**src/rtl/load_store_unit.sv**
```systemverilog
// Load/store unit: bridges the execute stage to a handshaked data memory.
// It checks alignment, builds byte enables and lane-replicated store data,
// extends load data, stalls the PC during an access and times out stuck accesses.
module load_store_unit #(
    parameter int unsigned ADDR_WIDTH     = 32,
    parameter int unsigned DATA_WIDTH     = 32,
    parameter int unsigned TIMEOUT_CYCLES = 255
) (
    input  logic                  clk,
    input  logic                  reset,
    input  logic                  req_valid,
    input  logic                  req_we,
    input  logic [2:0]            req_funct3,
    input  logic [ADDR_WIDTH-1:0] req_addr,
    input  logic [DATA_WIDTH-1:0] req_wdata,
    output logic                  stall,
    output logic [DATA_WIDTH-1:0] load_data,
    output logic                  load_valid,
    output logic                  misalign,
    output logic                  bus_err,
    output logic                  mem_req,
    output logic                  mem_we,
    output logic [ADDR_WIDTH-1:0] mem_addr,
    output logic [3:0]            mem_be,
    output logic [DATA_WIDTH-1:0] mem_wdata,
    input  logic                  mem_ack,
    input  logic [DATA_WIDTH-1:0] mem_rdata
);

    localparam int unsigned CNT_W = (TIMEOUT_CYCLES > 1) ? $clog2(TIMEOUT_CYCLES) : 1;
    localparam logic [CNT_W-1:0] TO_LAST =
        CNT_W'((TIMEOUT_CYCLES == 32'd0) ? 32'd0 : TIMEOUT_CYCLES - 32'd1);
    localparam bit TO_EN = (TIMEOUT_CYCLES != 32'd0);

    typedef enum logic [1:0] {
        S_IDLE = 2'd0,
        S_REQ  = 2'd1,
        S_DONE = 2'd2
    } state_e;

    state_e                state_q, state_d;
    logic [CNT_W-1:0]      cnt_q, cnt_d;
    logic                  we_q, we_d;
    logic [2:0]            f3_q, f3_d;
    logic [ADDR_WIDTH-1:0] addr_q, addr_d;
    logic [3:0]            be_q, be_d;
    logic [DATA_WIDTH-1:0] wdata_q, wdata_d;
    logic [DATA_WIDTH-1:0] load_data_q, load_data_d;
    logic                  misalign_q, misalign_d;
    logic                  bus_err_q, bus_err_d;

    logic                  legal_c;
    logic [3:0]            be_c;
    logic [DATA_WIDTH-1:0] wdata_rep_c;
    logic [DATA_WIDTH-1:0] load_ext_c;
    logic [DATA_WIDTH-1:0] lane_c;

    // Legality of the incoming request: size vs address alignment, no unsigned stores.
    always_comb begin
        legal_c = 1'b0;
        case (req_funct3[1:0])
            2'b00:   legal_c = 1'b1;
            2'b01:   legal_c = ~req_addr[0];
            2'b10:   legal_c = (req_addr[1:0] == 2'b00);
            default: legal_c = 1'b0;
        endcase
        if (req_we && req_funct3[2]) begin
            legal_c = 1'b0;
        end
    end

    // Byte enables and lane-replicated store data for the incoming request.
    always_comb begin
        be_c        = 4'b1111;
        wdata_rep_c = req_wdata;
        case (req_funct3[1:0])
            2'b00: begin
                be_c        = 4'b0001 << req_addr[1:0];
                wdata_rep_c = DATA_WIDTH'({4{req_wdata[7:0]}});
            end
            2'b01: begin
                be_c        = 4'b0011 << req_addr[1:0];
                wdata_rep_c = DATA_WIDTH'({2{req_wdata[15:0]}});
            end
            default: begin
                be_c        = 4'b1111;
                wdata_rep_c = req_wdata;
            end
        endcase
    end

    // Shift the addressed lane down and sign/zero-extend it to a full word.
    always_comb begin
        lane_c     = mem_rdata >> {addr_q[1:0], 3'b000};
        load_ext_c = lane_c;
        case (f3_q[1:0])
            2'b00:   load_ext_c = f3_q[2] ? DATA_WIDTH'({24'd0, lane_c[7:0]})
                                          : DATA_WIDTH'({{24{lane_c[7]}}, lane_c[7:0]});
            2'b01:   load_ext_c = f3_q[2] ? DATA_WIDTH'({16'd0, lane_c[15:0]})
                                          : DATA_WIDTH'({{16{lane_c[15]}}, lane_c[15:0]});
            default: load_ext_c = lane_c;
        endcase
    end

    // Next-state logic: accept, wait for ack or timeout, report, return to idle.
    always_comb begin
        state_d     = state_q;
        cnt_d       = cnt_q;
        we_d        = we_q;
        f3_d        = f3_q;
        addr_d      = addr_q;
        be_d        = be_q;
        wdata_d     = wdata_q;
        load_data_d = load_data_q;
        misalign_d  = 1'b0;
        bus_err_d   = 1'b0;
        case (state_q)
            S_IDLE: begin
                if (req_valid) begin
                    if (legal_c) begin
                        we_d    = req_we;
                        f3_d    = req_funct3;
                        addr_d  = req_addr;
                        be_d    = be_c;
                        wdata_d = wdata_rep_c;
                        cnt_d   = '0;
                        state_d = S_REQ;
                    end else begin
                        misalign_d = 1'b1;
                    end
                end
            end
            S_REQ: begin
                if (mem_ack) begin
                    if (!we_q) begin
                        load_data_d = load_ext_c;
                    end
                    cnt_d   = '0;
                    state_d = S_DONE;
                end else if (TO_EN && (cnt_q == TO_LAST)) begin
                    bus_err_d = 1'b1;
                    if (!we_q) begin
                        load_data_d = '0;
                    end
                    cnt_d   = '0;
                    state_d = S_DONE;
                end else if (TO_EN) begin
                    cnt_d = cnt_q + CNT_W'(1);
                end
            end
            S_DONE: begin
                state_d = S_IDLE;
            end
            default: begin
                state_d = S_IDLE;
            end
        endcase
    end

    // State and latched-request registers.
    always_ff @(posedge clk or negedge reset) begin
        if (!reset) begin
            state_q     <= S_IDLE;
            cnt_q       <= '0;
            we_q        <= 1'b0;
            f3_q        <= 3'd0;
            addr_q      <= '0;
            be_q        <= 4'd0;
            wdata_q     <= '0;
            load_data_q <= '0;
            misalign_q  <= 1'b0;
            bus_err_q   <= 1'b0;
        end else begin
            state_q     <= state_d;
            cnt_q       <= cnt_d;
            we_q        <= we_d;
            f3_q        <= f3_d;
            addr_q      <= addr_d;
            be_q        <= be_d;
            wdata_q     <= wdata_d;
            load_data_q <= load_data_d;
            misalign_q  <= misalign_d;
            bus_err_q   <= bus_err_d;
        end
    end

    // Memory bus fields are only driven while a request is outstanding.
    always_comb begin
        mem_req   = (state_q == S_REQ);
        mem_we    = mem_req & we_q;
        mem_addr  = mem_req ? {addr_q[ADDR_WIDTH-1:2], 2'b00} : '0;
        mem_be    = mem_req ? be_q : 4'd0;
        mem_wdata = mem_req ? wdata_q : '0;
    end

    // Pipeline-facing status.
    always_comb begin
        stall      = ((state_q == S_IDLE) & req_valid & legal_c) | (state_q == S_REQ);
        load_valid = (state_q == S_DONE) & ~we_q;
        load_data  = load_data_q;
        misalign   = misalign_q;
        bus_err    = bus_err_q;
    end

endmodule

```
**config.mk**
```make
export PLATFORM = sky130hd
export DESIGN_NAME = load_store_unit
export DESIGN_NICKNAME = d
export VERILOG_FILES = /design/src/rtl/load_store_unit.sv
export SDC_FILE = /design/constraint.sdc
export NUM_CORES = 1
export LEC_CHECK = 0
export CORE_ASPECT_RATIO = 0.5
export CORE_UTILIZATION = 40
export DETAILED_ROUTE_END_ITERATION = 7
export GPL_TIMING_DRIVEN = 0
export PLACE_DENSITY_LB_ADDON = 0.2
export SLEW_MARGIN = 20
export SYNTH_ARGS = -nofsm -noshare
export SYNTH_HDL_FRONTEND = slang
export SYNTH_SLANG_ARGS = --single-unit
```
**constraint.sdc**
```tcl
create_clock -name clk -period 3 [get_ports clk]
set_input_delay 0.3 -clock clk [delete_from_list [all_inputs] [get_ports clk]]
set_output_delay 0.3 -clock clk [all_outputs]
set_load 0.02 [all_outputs]
```
==> flow_summary.json, run 1 <==
{
  "antenna_cells": 0,
  "dieArea_um2": 15360,
  "grt_pass1_wl_mm": 26.39,
  "tightest_slew_ns": 0.9635,
  "place_congestion": 0.8141,
  "clkSinkCount": 116,
  "min_period_ns": 2.821,
  "cp_max_fo": 10,
  "critPathLaunchType": "register",
  "cts_root_buf": "clkbuf_16",
  "cp-end-kind": "output pin",
  "nFillCells": 1206,
  "grt_pass1_vias": 4875,
  "rsz0062_at_grt": "no",
  "path_class": "reg2out",
  "hold_viol_final": 0,
  "r2r-start": "cnt_q[0]",
  "crit_chain": "nand2b_2 -> inv_2 -> buf_2 -> clkbuf_2 -> and2_1 -> clkdlybuf4s50_1",
  "wl_per_cell_um": 17.62,
  "grt_busiest_layer": "met2",
  "finalSetupTns_ns": 0,
  "ys_types": 44,
  "r2r.worst_path.cells": 6,
  "synth_edf_count": 0,
  "endpoint": "mem_wdata[15]",
  "drv_slew": 0,
  "drc": 0,
  "yosys_warnings": 0,
  "p_per_area_nw_per_um2": 762.4,
  "synth_area_um2": 5934,
  "status": "finished, final reports clean",
  "yosys-top-cells-area": "dfrtp_1 49%, mux2_2 9.5%, mux2i_1 7.4%",
  "drt_iter0_drc": 248,
  "cap_violations": 0,
  "post-synth-top-count-cell": "dfrtp_1",
  "fmax_mhz": 354.4,
  "cp.arrival_ns": 2.52,
  "synth_top_area_share": 0.4891,
  "fp-row-count": 31,
  "synth_seq_area_share": 0.4891,
  "worstReg2RegEnd": "cnt_q[5]",
  "grt-ovfl-total": 0,
  "use_met3": 0.06641,
  "numCtsBuffers": 17,
  "num_io_pins": 210,
  "grt_usage": 0.2249,
  "postSynth.asyncResetShare": 1.000,
  "cts.htree.levels": 4,
  "dr.pass1.iters": 5,
  "clk_pin_slew_ns": 0.06,
  "syn-instance-count": 538,
  "yosysTopAreaCell": "dfrtp_1",
  "insertion_delay_ns": 0.41,
  "viasPerCell": 5.131,
  "io_buffers": 206,
  "drive_above_1_share": 0.1491,
  "vias": 5008,
  "postSynthAreaPerCell_um2": 11.03,
  "slowest_delay_ns": 0.60,
  "coreArea_um2": 14470,
  "synth_flop_cell": "dfrtp_1",
  "setup_viol": 0,
  "timing.final.crit_share": 0.9405,
  "grt_start_max_net_pins": 72,
  "met2_usage": 0.3615,
  "post_cts_buffers": 0,
  "start_util": 0.4102,
  "p_leak_nw": 3.899,
  "vdd_drop_max_v": 0.0003613,
  "hpwl_mm": 12.38,
  "crit_start": "state_q[1]",
  "antenna_found_initial": 0,
  "drtAntennaViolNets": 0,
  "die_w_um": 174.3,
  "finalPower_mw": 6.763,
  "critPathSlowestCell": "clkdlybuf4s50_1",
  "area_delta_synth_final_pct": 49.48,
  "cts_tree": "yes",
  "r2r_slack_ns": 0.99,
  "die_height_um": 88.13,
  "min_path_type": "in2async",
  "routed_wl_mm": 17.20,
  "cp.required_ns": 2.70,
  "ys_ff_latch": 116,
  "nNetsFinal": 872,
  "met1_usage": 0.2987,
  "finalClockSkew_ns": 0.01136,
  "maxSlewHeadroom": 0.3553,
  "synth_common_cells": "116 x dfrtp_1, 69 x and2_1, 50 x mux2_2, 44 x mux2i_1, 43 x nand2_1",
  "clock_path_buffers": 2
}
[kinds of logic after synthesis]
group	after synthesis	share of synthesized area
AOI/OAI and AO/OA	113	0.1330
xor gates and xnor gates	1	0.001476
adders and majority gates	2	0.004216
buffers and inverters	45	0.04006
DFF	116	0.4891
muxes	95	0.1729
other	1	0.0006319
and+or+nand+nor	165	0.1585
[area by class of cell]
class | count | area [um2] | share of cell area
Inverter | 5 | 18.77 | 0.002116
Sequential cell | 116 | 2903 | 0.3272
Clock inverter | 9 | 103.9 | 0.01171
Tap cell | 198 | 247.7 | 0.02793
Buffer | 40 | 222.7 | 0.02511
Clock buffer | 22 | 474.2 | 0.05346
Timing Repair Buffer | 208 | 2101 | 0.2368
Multi-Input combinational cell | 378 | 2800 | 0.3157
[cell usage in the layout, fill, tap and decap left out, types with 9 or more instances in the layout]
cell             instances
and2_1                  69
clkbuf_16               17
mux2_2                  50
nor2_1                  15
dfrtp_1                116
a21oi_1                 23
nand2_1                 43
clkdlybuf4s50_1        205
o2bb2ai_1                9
buf_2                   14
o21ai_0                 37
mux2i_1                 44
a221o_1                 17
clkbuf_1                15
[power breakdown]
part	switching [mW]	internal [mW]	leakage (nW)
sequential	0.300	2.08	1.45
combinational	1.13	1.24	2.17
clock	0.727	1.28	0.282
[flip-flops by register name, indices dropped and copies added, names as in the netlist]
name and count:
addr_q 32, state_q 2, be_q 4, bus_err 1, load_data 32, cnt_q 8, misalign 1, wdata_q 32
we_q 1, f3_q 3
[critical path: cells and delay by family, from the launching register on]
kind | cells | cell delay [ns]
DFF | 1 | 0.44
buffers and inverters | 4 | 1.23
and+or+nand+nor | 2 | 0.45
[what timing repair did]
| action | in CTS | in global routing |
|---|---|---|
| endpoints found under the setup margin | 20 | 25 |
| resized for setup | 3 | 3 |
| pin swaps | 0 | 0 |
| hold endpoints to repair | 45 | 0 |
| hold buffers | 1 | 0 |
[through the flow]
stage / setup WS (ns) / utilization / instance area [um2] / hold WS, ns / instances
finish: 0.1785 / 0.6132 / 8871 / 0.3819 / 976
global route: 0.02455 / 0.6132 / 8871 / 0.4462 / 976
CTS: 0.008074 / 0.6130 / 8869 / 0.4032 / 976
detailed placement: 0.1582 / 0.5721 / 8277 / 0.2646 / 944
global placement: -3.103 / 0.5701 / 8248 / 0.4538 / 943
floorplan: 1.264 / - / 5938 / 0.004409 / 539
[routing by layer]
metal | wire, um | part of all wire
met2 | 8040 | 0.47
met3 | 1163 | 0.068
met4 | 123 | 0.0072
met1 | 7869 | 0.46
met5 | 0 | 0
[worst min path at each step]
| stage | startpoint | to | slack (ns) |
|---|---|---|---|
| 2_1_floorplan | reset | addr_q[0] | 0.004 |
| 3_3_place_gp | wdata_q[21] | wdata_q[21] | 0.45 |
| 3_5_place_dp | reset | load_data[28] | 0.26 |
| 4_1_cts | reset | load_data[28] | 0.40 |
| 5_1_grt | reset | load_data[29] | 0.45 |
| 6_report | reset | load_data[28] | 0.38 |
Note: power is estimated with default switching activity, not from simulation.
==> run 2: changes to the inputs <==
- CAP_MARGIN: unset -> 20
- CORE_MARGIN: unset -> 1.5
- TNS_END_PERCENT: unset -> 1
==> run 2 against run 1 <==
Net effect: fmax is 0.53% lower; die area up 1.7%; clock-buffer cell count unchanged.
==> flow_summary.json, run 2 (synthesized netlist as in run 1, its figures left out) <==
{
  "nNetsFinal": 872,
  "num_io_pins": 210,
  "place_congestion": 0.8019,
  "maxSlewHeadroom": 0.4161,
  "slowest_delay_ns": 0.61,
  "final_cell_mix": "205 x clkdlybuf4s50_1, 116 x dfrtp_1, 69 x and2_1",
  "io_buffers": 206,
  "fin_util": 0.6159,
  "drive_above_1_share": 0.1493,
  "status": "finished, final reports clean",
  "coreArea_um2": 14470,
  "dr.pass1.iters": 4,
  "wl_per_cell_um": 17.57,
  "routed_wl_mm": 17.13,
  "timing.final.crit_share": 0.9455,
  "die_w_um": 175.3,
  "fp-row-count": 31,
  "drv_slew": 0,
  "met1_usage": 0.2833,
  "hpwl_mm": 12.47,
  "cts.htree.levels": 4,
  "fmax_mhz": 352.6,
  "cp-end-kind": "output pin",
  "area_delta_synth_final_pct": 50.16,
  "final_common_cell": "clkdlybuf4s50_1",
  "start_util": 0.4102,
  "min_path_type": "in2async",
  "cts_root_buf": "clkbuf_16",
  "rsz0062_at_grt": "no",
  "use_met3": 0.06930,
  "hold_viol_final": 0,
  "min_period_ns": 2.836,
  "cp_max_fo": 10,
  "tightest_slew_ns": 0.8726,
  "p_per_area_nw_per_um2": 770.0,
  "viasPerCell": 5.107,
  "grt_start_max_net_pins": 78,
  "grt_busiest_layer": "met2",
  "p_leak_nw": 3.917,
  "numCtsBuffers": 17,
  "critPathLaunchType": "register",
  "grt_pass1_wl_mm": 26.55,
  "cts_tree": "yes",
  "grt_pass1_vias": 5036,
  "vdd_drop_max_v": 0.0003141,
  "drc": 0,
  "cp.arrival_ns": 2.54,
  "crit_chain": "nand2b_1 -> inv_2 -> clkbuf_4 -> clkbuf_2 -> and2_1 -> clkdlybuf4s50_1",
  "cap_violations": 0,
  "finalPower_mw": 6.862,
  "die_height_um": 89.13,
  "vias": 4979,
  "critPathSlowestCell": "clkdlybuf4s50_1",
  "clock_path_buffers": 2,
  "grt-ovfl-total": 0,
  "antenna_found_initial": 0,
  "post_cts_buffers": 0,
  "met2_usage": 0.3709,
  "clk_pin_slew_ns": 0.06,
  "antenna_cells": 0,
  "grt_usage": 0.2217,
  "path_class": "reg2out",
  "dieArea_um2": 15620,
  "cp.required_ns": 2.70,
  "clkSinkCount": 116,
  "setup_viol": 0,
  "insertion_delay_ns": 0.40,
  "drt_iter0_drc": 303,
  "drtAntennaViolNets": 0,
  "finalClockSkew_ns": 0.009729
}
[run 2: cell count changes in the layout (fill, tap and decap cells not counted)]
cell,previous run,this run
nand2b_1,2,3
buf_2,14,13
bufinv_16,2,3
clkbuf_1,15,13
nand2b_2,1,0
clkbuf_4,0,1
clkbuf_8,3,5
clkinv_2,4,2
[run 2: path summary, 6_finish.rpt]
path	from	to	slack [ns]	cells past startpoint
worst max-delay path	state_q[1]	mem_wdata[15]	0.16	6
worst min-delay path	reset	wdata_q[2]	0.38	2
worst max register to register	cnt_q[0]	cnt_q[4]	0.97	6
worst min register to register	wdata_q[13]	wdata_q[13]	0.47	2
max in group asynchronous	reset	cnt_q[1]	1.91	3
min in group clk	req_funct3[0]	be_q[3]	0.44	4
[run 2: power breakdown]
| group | leakage, nW | total (mW) | switching, mW | internal (mW) |
|---|---|---|---|---|
| registers | 1.45 | 2.38 | 0.294 | 2.08 |
| clock network | 0.300 | 2.13 | 0.722 | 1.41 |
| logic | 2.17 | 2.36 | 1.12 | 1.24 |
[run 2: what timing repair did]
item,4_1_cts,5_1_grt
hold buffers,1,0
endpoints found under the setup margin,20,14
hold endpoints to repair,39,0
cloned,0,0
resized for setup,4,1
[run 2: critical path: cells and delay by family, from the launching register on]
| family | cells | cell delay (ns) |
|---|---|---|
| flip-flops | 1 | 0.45 |
| AND/OR/NAND/NOR | 2 | 0.46 |
| buffers and inverters | 4 | 1.22 |
[run 2: metal layers]
| layer | up-vias | share of wire |
|---|---|---|
| li1 | 2373 | - |
| met1 | 2451 | 0.45 |
| met2 | 145 | 0.48 |
| met3 | 10 | 0.064 |
| met4 | 0 | 0.0081 |
| met5 | - | 0 |
[run 2: final cells by class]
| type | count | area (um2) |
|---|---|---|
| Tap cell | 198 | 247.7 |
| Buffer | 40 | 225.2 |
| Clock inverter | 8 | 123.9 |
| Fill cell | 1202 | 5557 |
| Timing Repair Buffer | 208 | 2101 |
| Multi-Input combinational cell | 378 | 2798 |
| Sequential cell | 116 | 2903 |
| Inverter | 5 | 18.77 |
| Clock buffer | 22 | 494.2 |
[run 2: through the flow]
stage	area (um2)	setup slack (ns)	setup TNS, ns	std cells	hold WS (ns)
finish	8911	0.1635	0	975	0.3841
detailed placement	8277	0.1070	0	944	0.2457
CTS	8911	0.04295	0	975	0.3770
global placement	8248	-3.129	-361.57	943	0.4537
global route	8911	0.02257	0	975	0.4213
floorplan	5938	1.264	0	539	0.004409
